### config.mk
export PLATFORM = sky130hd
export DESIGN_NAME = settle_timer
export DESIGN_NICKNAME = d
export VERILOG_FILES = /design/src/rtl/comb_chk_pkg.sv /design/src/rtl/settle_timer.sv
export SDC_FILE = /design/constraint.sdc
export NUM_CORES = 1
export LEC_CHECK = 0
export BUFFER_PORTS_ARGS = -buffer_cell sky130_fd_sc_hd__buf_2
export CELL_PAD_IN_SITES_DETAIL_PLACEMENT = 1
export CELL_PAD_IN_SITES_GLOBAL_PLACEMENT = 1
export CORE_AREA = 5 5 42 44
export DETAILED_ROUTE_END_ITERATION = 7
export DIE_AREA = 0 0 47 49
export GPL_ROUTABILITY_DRIVEN = 0
export HOLD_SLACK_MARGIN = 0.15
export PLACE_DENSITY_LB_ADDON = 0.1
export SYNTH_ARGS = -nofsm -noshare
export SYNTH_HDL_FRONTEND = slang
export SYNTH_SLANG_ARGS = --single-unit
### constraint.sdc
create_clock -name clk -period 2.5 [get_ports clk]
set_input_delay 0.5 -clock clk [delete_from_list [all_inputs] [get_ports clk]]
set_output_delay 0.5 -clock clk [all_outputs]
set_load 0.02 [all_outputs]
### src/rtl/comb_chk_pkg.sv
// Shared types and constants for comb_vector_checker: FSM states and the fixed (A,B)
// vector table.
package comb_chk_pkg;

    typedef enum logic [1:0] {
        StIdle,
        StRun,
        StDone
    } chk_state_e;

    localparam int unsigned NUM_VEC = 4;
    localparam int unsigned ERR_W   = 3;

    // Vector k is (VEC_A[k], VEC_B[k]): (0,1), (0,0), (1,0), (1,1)
    localparam logic [NUM_VEC-1:0] VEC_A = 4'b1100;
    localparam logic [NUM_VEC-1:0] VEC_B = 4'b1001;

endpackage

### src/rtl/settle_timer.sv
// Settle counter: counts 0..SETTLE_CYC-1 while enabled and flags the last count with tc.
module settle_timer
    import comb_chk_pkg::*;
#(
    parameter int unsigned SETTLE_CYC = 2
) (
    input  logic clk,
    input  logic rst,
    input  logic clear,
    input  logic en,
    output logic tc
);

    localparam logic [3:0] LAST = 4'(SETTLE_CYC - 1);

    logic [3:0] cnt_q, cnt_d;

    assign tc = (cnt_q == LAST);

    always_comb begin
        cnt_d = cnt_q;
        if (clear) begin
            cnt_d = '0;
        end else if (en) begin
            cnt_d = tc ? 4'd0 : cnt_q + 4'd1;
        end
    end

    always_ff @(posedge clk) begin
        if (rst) begin
            cnt_q <= '0;
        end else begin
            cnt_q <= cnt_d;
        end
    end

endmodule

==> impl_metrics.ini, run 1 <==
[synth]
async_reset_ff_share_pct = 0
ys_dominant_reg_cell = dfxtp_1
synth.largest_area_cell = dfxtp_1
synth_commonest_cells = dfxtp_1, nor3_1, nor3b_1
ys_seq_area_share_pct = 40.5
synth_edf_count = 0
synth.top_cell.area_share_pct = 40.5
yosys_warnings = 0
post-synth-top-count-cell = dfxtp_1
syn_inst = 20
synth_area_per_cell_um2 = 9.88
flip_flop_and_latch_count_after_synthesis = 4
synth.area.top_cells = dfxtp_1, nor3b_1, nor3_1
synthesis.nets = 24
yosys.cell_types.count = 13
area_of_the_mapped_netlist_um2 = 198

[pwr]
clkPwrFrac_pct = 50.6
sequentialPowerShare_pct = 41.2
power.switching_uw = 36.8
ir_worst_vdd_v = 0.000146
p_leak_uw = 0.000102
combPwrFrac_pct = 8.2
finalPower_uw = 161
switching_share_pct = 22.8
internal-power_uw = 124
power_density_nw_per_um2 = 619

[route]
routed_wire_length_per_instance_um = 11.7
totalWireLength_um = 502
route.antenna.remaining_nets = 0
first_pass_iters = 1
detailroute.via_count = 190
initialDrtViolationCount = 0
post_drt_via_cell_ratio = 4.42
remaining_drc_errors = 0

[worst_setup_path]
critical_path_class = flip-flop to output port
worst-r2r-setup-slack_ps = 1530
r2r-end = cnt_q[3]
critPathLaunch = cnt_q[2]
worstSetupEndpointType = output port
critical_path_arrival_ps = 1230
r2r_start = cnt_q[0]
timing.critical_path.to = tc
worst_ep_required_time_ps = 2000
cells_on_worst_reg2reg_path = 2
critPathLaunchType = flip-flop
worstPathMaxFanout = 4

[sta]
final_period_minus_worst_setup_slack_ps = 1730
clock.fmax_ghz = 0.578
grt_setup_unrepaired = no
hold_viol = 0
drv_slew = 0
setup_tns_ps = 0
skew_ps = 3.24
timing.slew.headroom_pct = 84.5
tightest_slew_ps = 231
number_of_endpoints_failing_setup_at_the_final_stage = 0
fin_worst_hold_slack_ps = 535
timing.final.crit_share_pct = 69.2

[die]
chipHeight_um = 49
ios = 5
rows = 14
dieWidth_um = 47
core_region_area_um2 = 1400
starting_density_of_the_core_pct = 14.1
die_area_um2 = 2300

[clocking]
clock_tree_from_tritoncts = built
cts_made_buffers = 3
clk_path_buf_depth = 2
worstSkewPairLatency_ps = 240
post_cts.repair.setup_buffers = 0
htree_levels = 1
path_clk_slew_ps = 40
clock_tree.root_cell = clkbuf_4
cts_num_sinks = 4
cts_hold_repair.buffers = 0
post_cts.resized_instances = 0

[global_route]
gr-usage-all-layers_pct = 5.63
overflow = 0
antenna_found_initial = 0
first_pass_grt_wire_length_um = 828
grt_max_degree = 8
grt_pass1_vias = 209

[final_layout]
flip_flop_count_of_the_largest_register_all_copies_and_words_added = 4
n_antenna_cell = 0
largestRegisters = cnt_q: 4 flops
post_synthesis_to_final_layout_area_growth_pct = 31.6
fillers = 178
post_route_cells_drive_above_1_share_pct = 37.0
nets = 33
largest_register = cnt_q
layout.core_utilization_pct = 18.6

[min_path]
hold_path_class = input port to flip-flop

[outcome]
run_status = completed

[job]
maxCapViolations = 0

[placement]
buffer_ports.inserted = 4
## worst max-delay path: stages (launching register included)
cell and delay (ps):
dfxtp_1 320, or2_2 320, nor3b_1 170, buf_2 190
## metrics by stage
stage | cell area, um2 | worst slack, ps | cells
floorplan | 198 | 868 | 20
global placement | 238 | 1010 | 40
detailed placement | 238 | 1010 | 40
CTS | 260 | 744 | 43
global route | 260 | 654 | 43
finish | 260 | 770 | 43
## power by group through the flow
stage	sequential [uW]	combinational [uW]	clock [uW]
2_1_floorplan	67.0	5.74	0
3_3_place_gp	67.4	12.8	0
3_5_place_dp	67.4	13.2	0
4_1_cts	66.3	13.3	85.2
5_1_grt	66.5	14.6	89.2
6_report	66.3	13.2	81.4
## cell usage in the layout (no fill, tap or decap)
cell type	n
and3b_2	1
nor2_1	1
or2_2	1
mux2_1	1
nand4_1	1
nor3b_1	3
xnor2_1	1
a32o_1	1
nand3_1	1
dfxtp_1	4
a211oi_1	1
mux2_2	1
clkbuf_4	3
nor3_1	3
buf_2	4
## final cells by class
| class | instances | area [um2] | share of cell area (%) |
|---|---|---|---|
| repair buffers | 4 | 20.0 | 7.69 |
| clock buffers | 3 | 22.5 | 8.65 |
| flip-flops and latches | 4 | 80.1 | 30.8 |
| multi-input cells | 16 | 118 | 45.2 |
| well taps | 16 | 20.0 | 7.69 |
## layer usage
layer	track usage (%)	share of wire [%]	vias to the layer above	wire, um
met5	0	0	-	0
met4	6.91	0	0	0
met3	4.43	7.2	0	36
met2	6.33	49	5	245
met1	5.48	44	94	220
li1	-	-	91	-
## worst min path at each step
stage	slack [ps]	cells after the start	from	end
floorplan	500	1	cnt_q[1]	cnt_q[1]
global placement	540	1	cnt_q[1]	cnt_q[1]
detailed placement	550	1	cnt_q[1]	cnt_q[1]
CTS	530	2	rst	cnt_q[0]
global route	540	2	rst	cnt_q[0]
finish	540	2	rst	cnt_q[0]
## logic make-up (layout without fill, tap and decap cells)
| group | Yosys count | count (layout) | synth area share [%] |
|---|---|---|---|
| simple gates | 11 | 11 | 34.8 |
| flops | 4 | 4 | 40.5 |
| compound gates | 2 | 2 | 8.86 |
| mux | 2 | 2 | 11.4 |
| xor+xnor | 1 | 1 | 4.43 |
| buf+inv | 0 | 7 | 0 |
(Power assumes the default switching activity.)
==> run 2, diff against run 1 <==
--- a/config.mk
+++ b/config.mk
@@ -5,6 +5,7 @@
 export SDC_FILE = /design/constraint.sdc
 export NUM_CORES = 1
 export LEC_CHECK = 0
+export ABC_AREA = 1
 export BUFFER_PORTS_ARGS = -buffer_cell sky130_fd_sc_hd__buf_2
 export CELL_PAD_IN_SITES_DETAIL_PLACEMENT = 1
 export CELL_PAD_IN_SITES_GLOBAL_PLACEMENT = 1
==> constraint.sdc (replaced) <==
create_clock -name clk -period 1.47 [get_ports clk]
set_input_delay 0.294 -clock clk [delete_from_list [all_inputs] [get_ports clk]]
set_output_delay 0.294 -clock clk [all_outputs]
set_load 0.02 [all_outputs]
==> run 2 against run 1 <==
Final cell count up 19%; highest routed layer unchanged; setup slack got worse by 630 ps; register-to-register slack worse by 890 ps.
==> impl_metrics.ini, run 2 <==
[die]
core_region_area_um2 = 1400
rows = 14
dieWidth_um = 47
chipHeight_um = 49
starting_density_of_the_core_pct = 13.3
ios = 5
die_area_um2 = 2300

[synth]
synth_simple_gate_area_share_pct = 40.9
yosys.cell_types.count = 11
synth.area.top_cells = dfxtp_1, nand2_1, nor2_2
synth_fa_ha_area_share_pct = 0
ys_seq_area_share_pct = 43.0
synth_commonest_cells = nand2_1, dfxtp_1, nor2_1, inv_1, nor2_2
ys_dominant_reg_cell = dfxtp_1
yosys_warnings = 0
async_reset_ff_share_pct = 0
syn_inst = 28
flip_flop_and_latch_count_after_synthesis = 4
synth.area.mux_share_pct = 0
area_of_the_mapped_netlist_um2 = 186
synth.top_cell.area_share_pct = 43.0
synth_edf_count = 0
synthesis.nets = 32
dominant_combinational_cell_family_by_area_after_synthesis = simple AND/OR/NAND/NOR gates
synth_compound_gate_area_share_pct = 8.05
synth_area_per_cell_um2 = 6.66
synthXorXnorAreaFrac_pct = 0
synth.largest_area_cell = dfxtp_1
post-synth-top-count-cell = nand2_1

[sta]
skew_ps = 0.0628
hold_viol = 0
setup_tns_ps = 0
drv_slew = 0
clock.fmax_ghz = 0.750
timing.final.crit_share_pct = 90.7
fin_worst_hold_slack_ps = 329
timing.slew.headroom_pct = 89.7
number_of_endpoints_failing_setup_at_the_final_stage = 0
grt_setup_unrepaired = no
tightest_slew_ps = 153
final_period_minus_worst_setup_slack_ps = 1330

[final_layout]
largest_register = cnt_q
nets = 41
post_route_cells_drive_above_1_share_pct = 34.3
n_antenna_cell = 0
fillers = 191
footprint_of_the_multi_input_gates_um2 = 91.3
flip_flop_count_of_the_largest_register_all_copies_and_words_added = 4
post_synthesis_to_final_layout_area_growth_pct = 33.6
mostFrequentLayoutCell = nand2_1
final_cell_mix = nand2_1, nor2_1, dfxtp_1, buf_2
largestRegisters = cnt_q: 4 flops
seqCellArea_um2 = 80.1

[route]
totalWireLength_um = 399
post_drt_via_cell_ratio = 3.59
detailroute.via_count = 183
route.antenna.remaining_nets = 0
remaining_drc_errors = 0
first_pass_iters = 2
initialDrtViolationCount = 1
routed_wire_length_per_instance_um = 7.82

[pwr]
combPwrFrac_pct = 6.3
power_density_nw_per_um2 = 1060
clkPwrFrac_pct = 51.3
ir_worst_vdd_v = 0.000369
p_leak_uw = 0.000104
switching_share_pct = 20.8
power.switching_uw = 54.9
sequentialPowerShare_pct = 42.3
internal-power_uw = 209

[global_route]
antenna_found_initial = 0
grt_max_degree = 5
grt_pass1_vias = 164
gr-usage-all-layers_pct = 4.43
first_pass_grt_wire_length_um = 627
overflow = 0

[clocking]
clk_path_buf_depth = 2
cts_num_sinks = 4
path_clk_slew_ps = 40
cts_hold_repair.buffers = 0
htree_levels = 1
clock_tree_from_tritoncts = built
post_cts.repair.setup_buffers = 0
worstSkewPairLatency_ps = 230
clock_tree.root_cell = clkbuf_4
post_cts.resized_instances = 0
cts_made_buffers = 3

[worst_setup_path]
critPathLaunchType = flip-flop
critical_path_arrival_ps = 1040
worst_ep_required_time_ps = 1180
critical_path_class = flip-flop to output port
worstSetupEndpointType = output port
worstPathMaxFanout = 3

[min_path]
hold_path_class = input port to flip-flop

[placement]
buffer_ports.inserted = 4
detailed_place_hpwl_um = 332

[job]
maxCapViolations = 0

[outcome]
run_status = completed
run 2: cell count changes in the layout (fill, tap and decap cells not counted), sizes merged, moves of 2 or more:
| cell | before | now |
|---|---|---|
| mux2 | 2 | 0 |
| inv | 0 | 4 |
| nor2 | 1 | 7 |
| nor3b | 3 | 0 |
| nand2 | 0 | 9 |
| o21ai | 0 | 2 |
| nor3 | 3 | 0 |
run 2: layout make-up:
type                       count  area share [%]
tap                           16            8.04
inverter                       4            6.03
sequential                     4            32.2
multi-input combinational     20            36.7
clock buffer                   3            9.05
timing repair buffer           4            8.04
run 2: final timing paths:
check / startpoint / to / slack [ps] / depth (start not counted)
worst max-delay path: cnt_q[2] / tc / 140 / 3
worst min-delay path: rst / cnt_q[3] / 330 / 4
worst max register to register: cnt_q[0] / cnt_q[3] / 640 / 5
worst min register to register: cnt_q[1] / cnt_q[1] / 490 / 2
run 2: cell families (layout without fill, tap and decap cells):
kind of cell / Yosys count / after routing
buffers and inverters: 4 / 11
DFF: 4 / 4
AOI/OAI and AO/OA: 3 / 3
and+or+nand+nor: 17 / 17
run 2: worst max-delay path, cell delays in order, from the launching register on:
cell and delay, ps:
dfxtp_1 310, or2_1 250, nor2_1 80, buf_2 160
run 2: routing by layer:
layer  global-route usage (%)  vias to the layer above  wire length, um
li1                         -                      100                -
met1                     3.51                       80              158
met2                     5.88                        3              215
met3                     3.32                        0               25
met4                     5.53                        0                0
met5                        0                        -                0
run 2: stage by stage:
step                instances  total power [uW]  area (um2)  utilization [%]  setup WS [ps]
floorplan                  28               122         186                -            362
global placement           48               130         226             16.2            391
detailed placement         48               130         226             16.2            368
CTS                        51               273         249             17.8            111
global route               51               281         249             17.8           84.5
finish                     51               264         249             17.8            137
run 2: power groups by stage:
stage,clock (uW),sequential (uW),combinational (uW)
final,135,112,16.7
after global routing,151,112,18.9
after CTS,144,112,17.2
after detailed placement,0,113,17.1
after global placement,0,113,16.7
after floorplan,0,113,9.36
==> run 3, diff against run 2 <==
--- a/config.mk
+++ b/config.mk
@@ -7,7 +7,7 @@
 export LEC_CHECK = 0
 export ABC_AREA = 1
 export BUFFER_PORTS_ARGS = -buffer_cell sky130_fd_sc_hd__buf_2
-export CELL_PAD_IN_SITES_DETAIL_PLACEMENT = 1
+export CELL_PAD_IN_SITES_DETAIL_PLACEMENT = 0
 export CELL_PAD_IN_SITES_GLOBAL_PLACEMENT = 1
 export CORE_AREA = 5 5 42 44
 export DETAILED_ROUTE_END_ITERATION = 7
==> run 3 against run 2 <==
Combinational power about the same; global-route usage down 0.21 points; routed wire length is 6.3% lower; sequential share of layout area stayed put; critical path depth unchanged; sequential power about the same; non-clock buffer count stayed put; clock skew increased by 1.2 ps.
==> impl_metrics.ini, run 3 (synthesis results as in run 2) <==
[outcome]
run_status = completed

[route]
remaining_drc_errors = 0
route.antenna.remaining_nets = 0
detailroute.via_count = 183
post_drt_via_cell_ratio = 3.59
totalWireLength_um = 374
first_pass_iters = 2
routed_wire_length_per_instance_um = 7.33
initialDrtViolationCount = 2

[clocking]
post_cts.repair.setup_buffers = 0
worstSkewPairLatency_ps = 240
path_clk_slew_ps = 40
cts_hold_repair.buffers = 0
clock_tree_from_tritoncts = built
htree_levels = 1
cts_num_sinks = 4
post_cts.resized_instances = 0
clock_tree.root_cell = clkbuf_4
cts_made_buffers = 3
clk_path_buf_depth = 2

[sta]
hold_viol = 0
grt_setup_unrepaired = no
timing.slew.headroom_pct = 89.8
number_of_endpoints_failing_setup_at_the_final_stage = 0
drv_slew = 0
clock.fmax_ghz = 0.752
final_period_minus_worst_setup_slack_ps = 1330
skew_ps = 1.22
timing.final.crit_share_pct = 90.5
tightest_slew_ps = 153
setup_tns_ps = 0

[worst_setup_path]
worstSetupEndpointType = output port
cells_on_worst_reg2reg_path = 5
r2r-end = cnt_q[3]
critical-path-slowest-cell = dfxtp_1
worst_ep_required_time_ps = 1180
crit_chain = or2_1 > nor2_1 > buf_2
critical_path_arrival_ps = 1040
critical-path-max-stage-delay_ps = 310
worst-r2r-setup-slack_ps = 650
critical_path_class = flip-flop to output port
r2r_start = cnt_q[0]
worstPathMaxFanout = 3
critPathLaunchType = flip-flop

[min_path]
worstHoldStart = rst
min_path_cells = 4
hold-path-endpoint = cnt_q[1]
hold_path_class = input port to flip-flop

[final_layout]
layout.core_utilization_pct = 17.8
footprint_of_the_multi_input_gates_um2 = 91.3
nets = 41
final_cell_mix = nand2_1, nor2_1, dfxtp_1, buf_2
flip_flop_count_of_the_largest_register_all_copies_and_words_added = 4
n_antenna_cell = 0
fillers = 175
mostFrequentLayoutCell = nand2_1
post_route_cells_drive_above_1_share_pct = 34.3
largestRegisters = cnt_q: 4 flops
seqCellArea_um2 = 80.1
largest_register = cnt_q
post_synthesis_to_final_layout_area_growth_pct = 33.6

[die]
chipHeight_um = 49
ios = 5
core_region_area_um2 = 1400
die_area_um2 = 2300
rows = 14
dieWidth_um = 47
starting_density_of_the_core_pct = 13.3

[global_route]
gr-usage-all-layers_pct = 4.23
first_pass_grt_wire_length_um = 558
grt.met2_usage_pct = 4.30
use_met3_pct = 3.32
grt_busiest_layer = met4
grt_max_degree = 5
overflow = 0
grtUsageMet1_pct = 3.74
antenna_found_initial = 0
grt_pass1_vias = 141

[pwr]
p_leak_uw = 0.000104
power_density_nw_per_um2 = 1080
ir_worst_vdd_v = 0.000225
finalPower_uw = 270

[placement]
buffer_ports.inserted = 4

[job]
maxCapViolations = 0
==> run 3: where the power goes <==
| group | total, uW | switching [uW] | internal (uW) |
|---|---|---|---|
| combinational | 16.5 | 9.49 | 7.04 |
| clock | 142 | 50.0 | 91.7 |
| sequential | 112 | 1.10 | 110 |
| total | 270 | 60.6 | 209 |
==> run 3: per-layer routing <==
layer  routed length (um)  part of all wire (%)
met5                    0                     0
met4                   32                   8.6
met3                   29                   7.8
met2                  157                    42
met1                  154                    41
==> run 3: stage by stage <==
stage	hold slack [ps]	cells	setup slack (ps)	area, um2
6_report	321	51	139	249
2_1_floorplan	447	28	362	186
4_1_cts	321	51	118	249
3_3_place_gp	479	48	391	226
3_5_place_dp	484	48	376	226
5_1_grt	334	51	79.9	249
==> run 3: area by class of cell <==
class | instances | area share, %
repair buffers | 4 | 8.04
flip-flops and latches | 4 | 32.2
multi-input cells | 20 | 36.7
well taps | 16 | 8.04
inverters | 4 | 6.03
clock buffers | 3 | 9.05
==> run 3: critical path, delay by kind of cell (launching register included) <==
family / cells / cell delay, ps
and+or+nand+nor: 2 / 320
buffers and inverters: 1 / 160
DFF: 1 / 310
==> run 3: how the worst max path moves through the flow <==
stage | slack [ps] | cells after the start | from | end
after CTS | 120 | 3 | cnt_q[2] | tc
after detailed placement | 380 | 3 | cnt_q[2] | tc
final | 140 | 3 | cnt_q[2] | tc
after floorplan | 360 | 2 | cnt_q[2] | tc
after global placement | 390 | 3 | cnt_q[2] | tc
after global routing | 80 | 3 | cnt_q[2] | tc
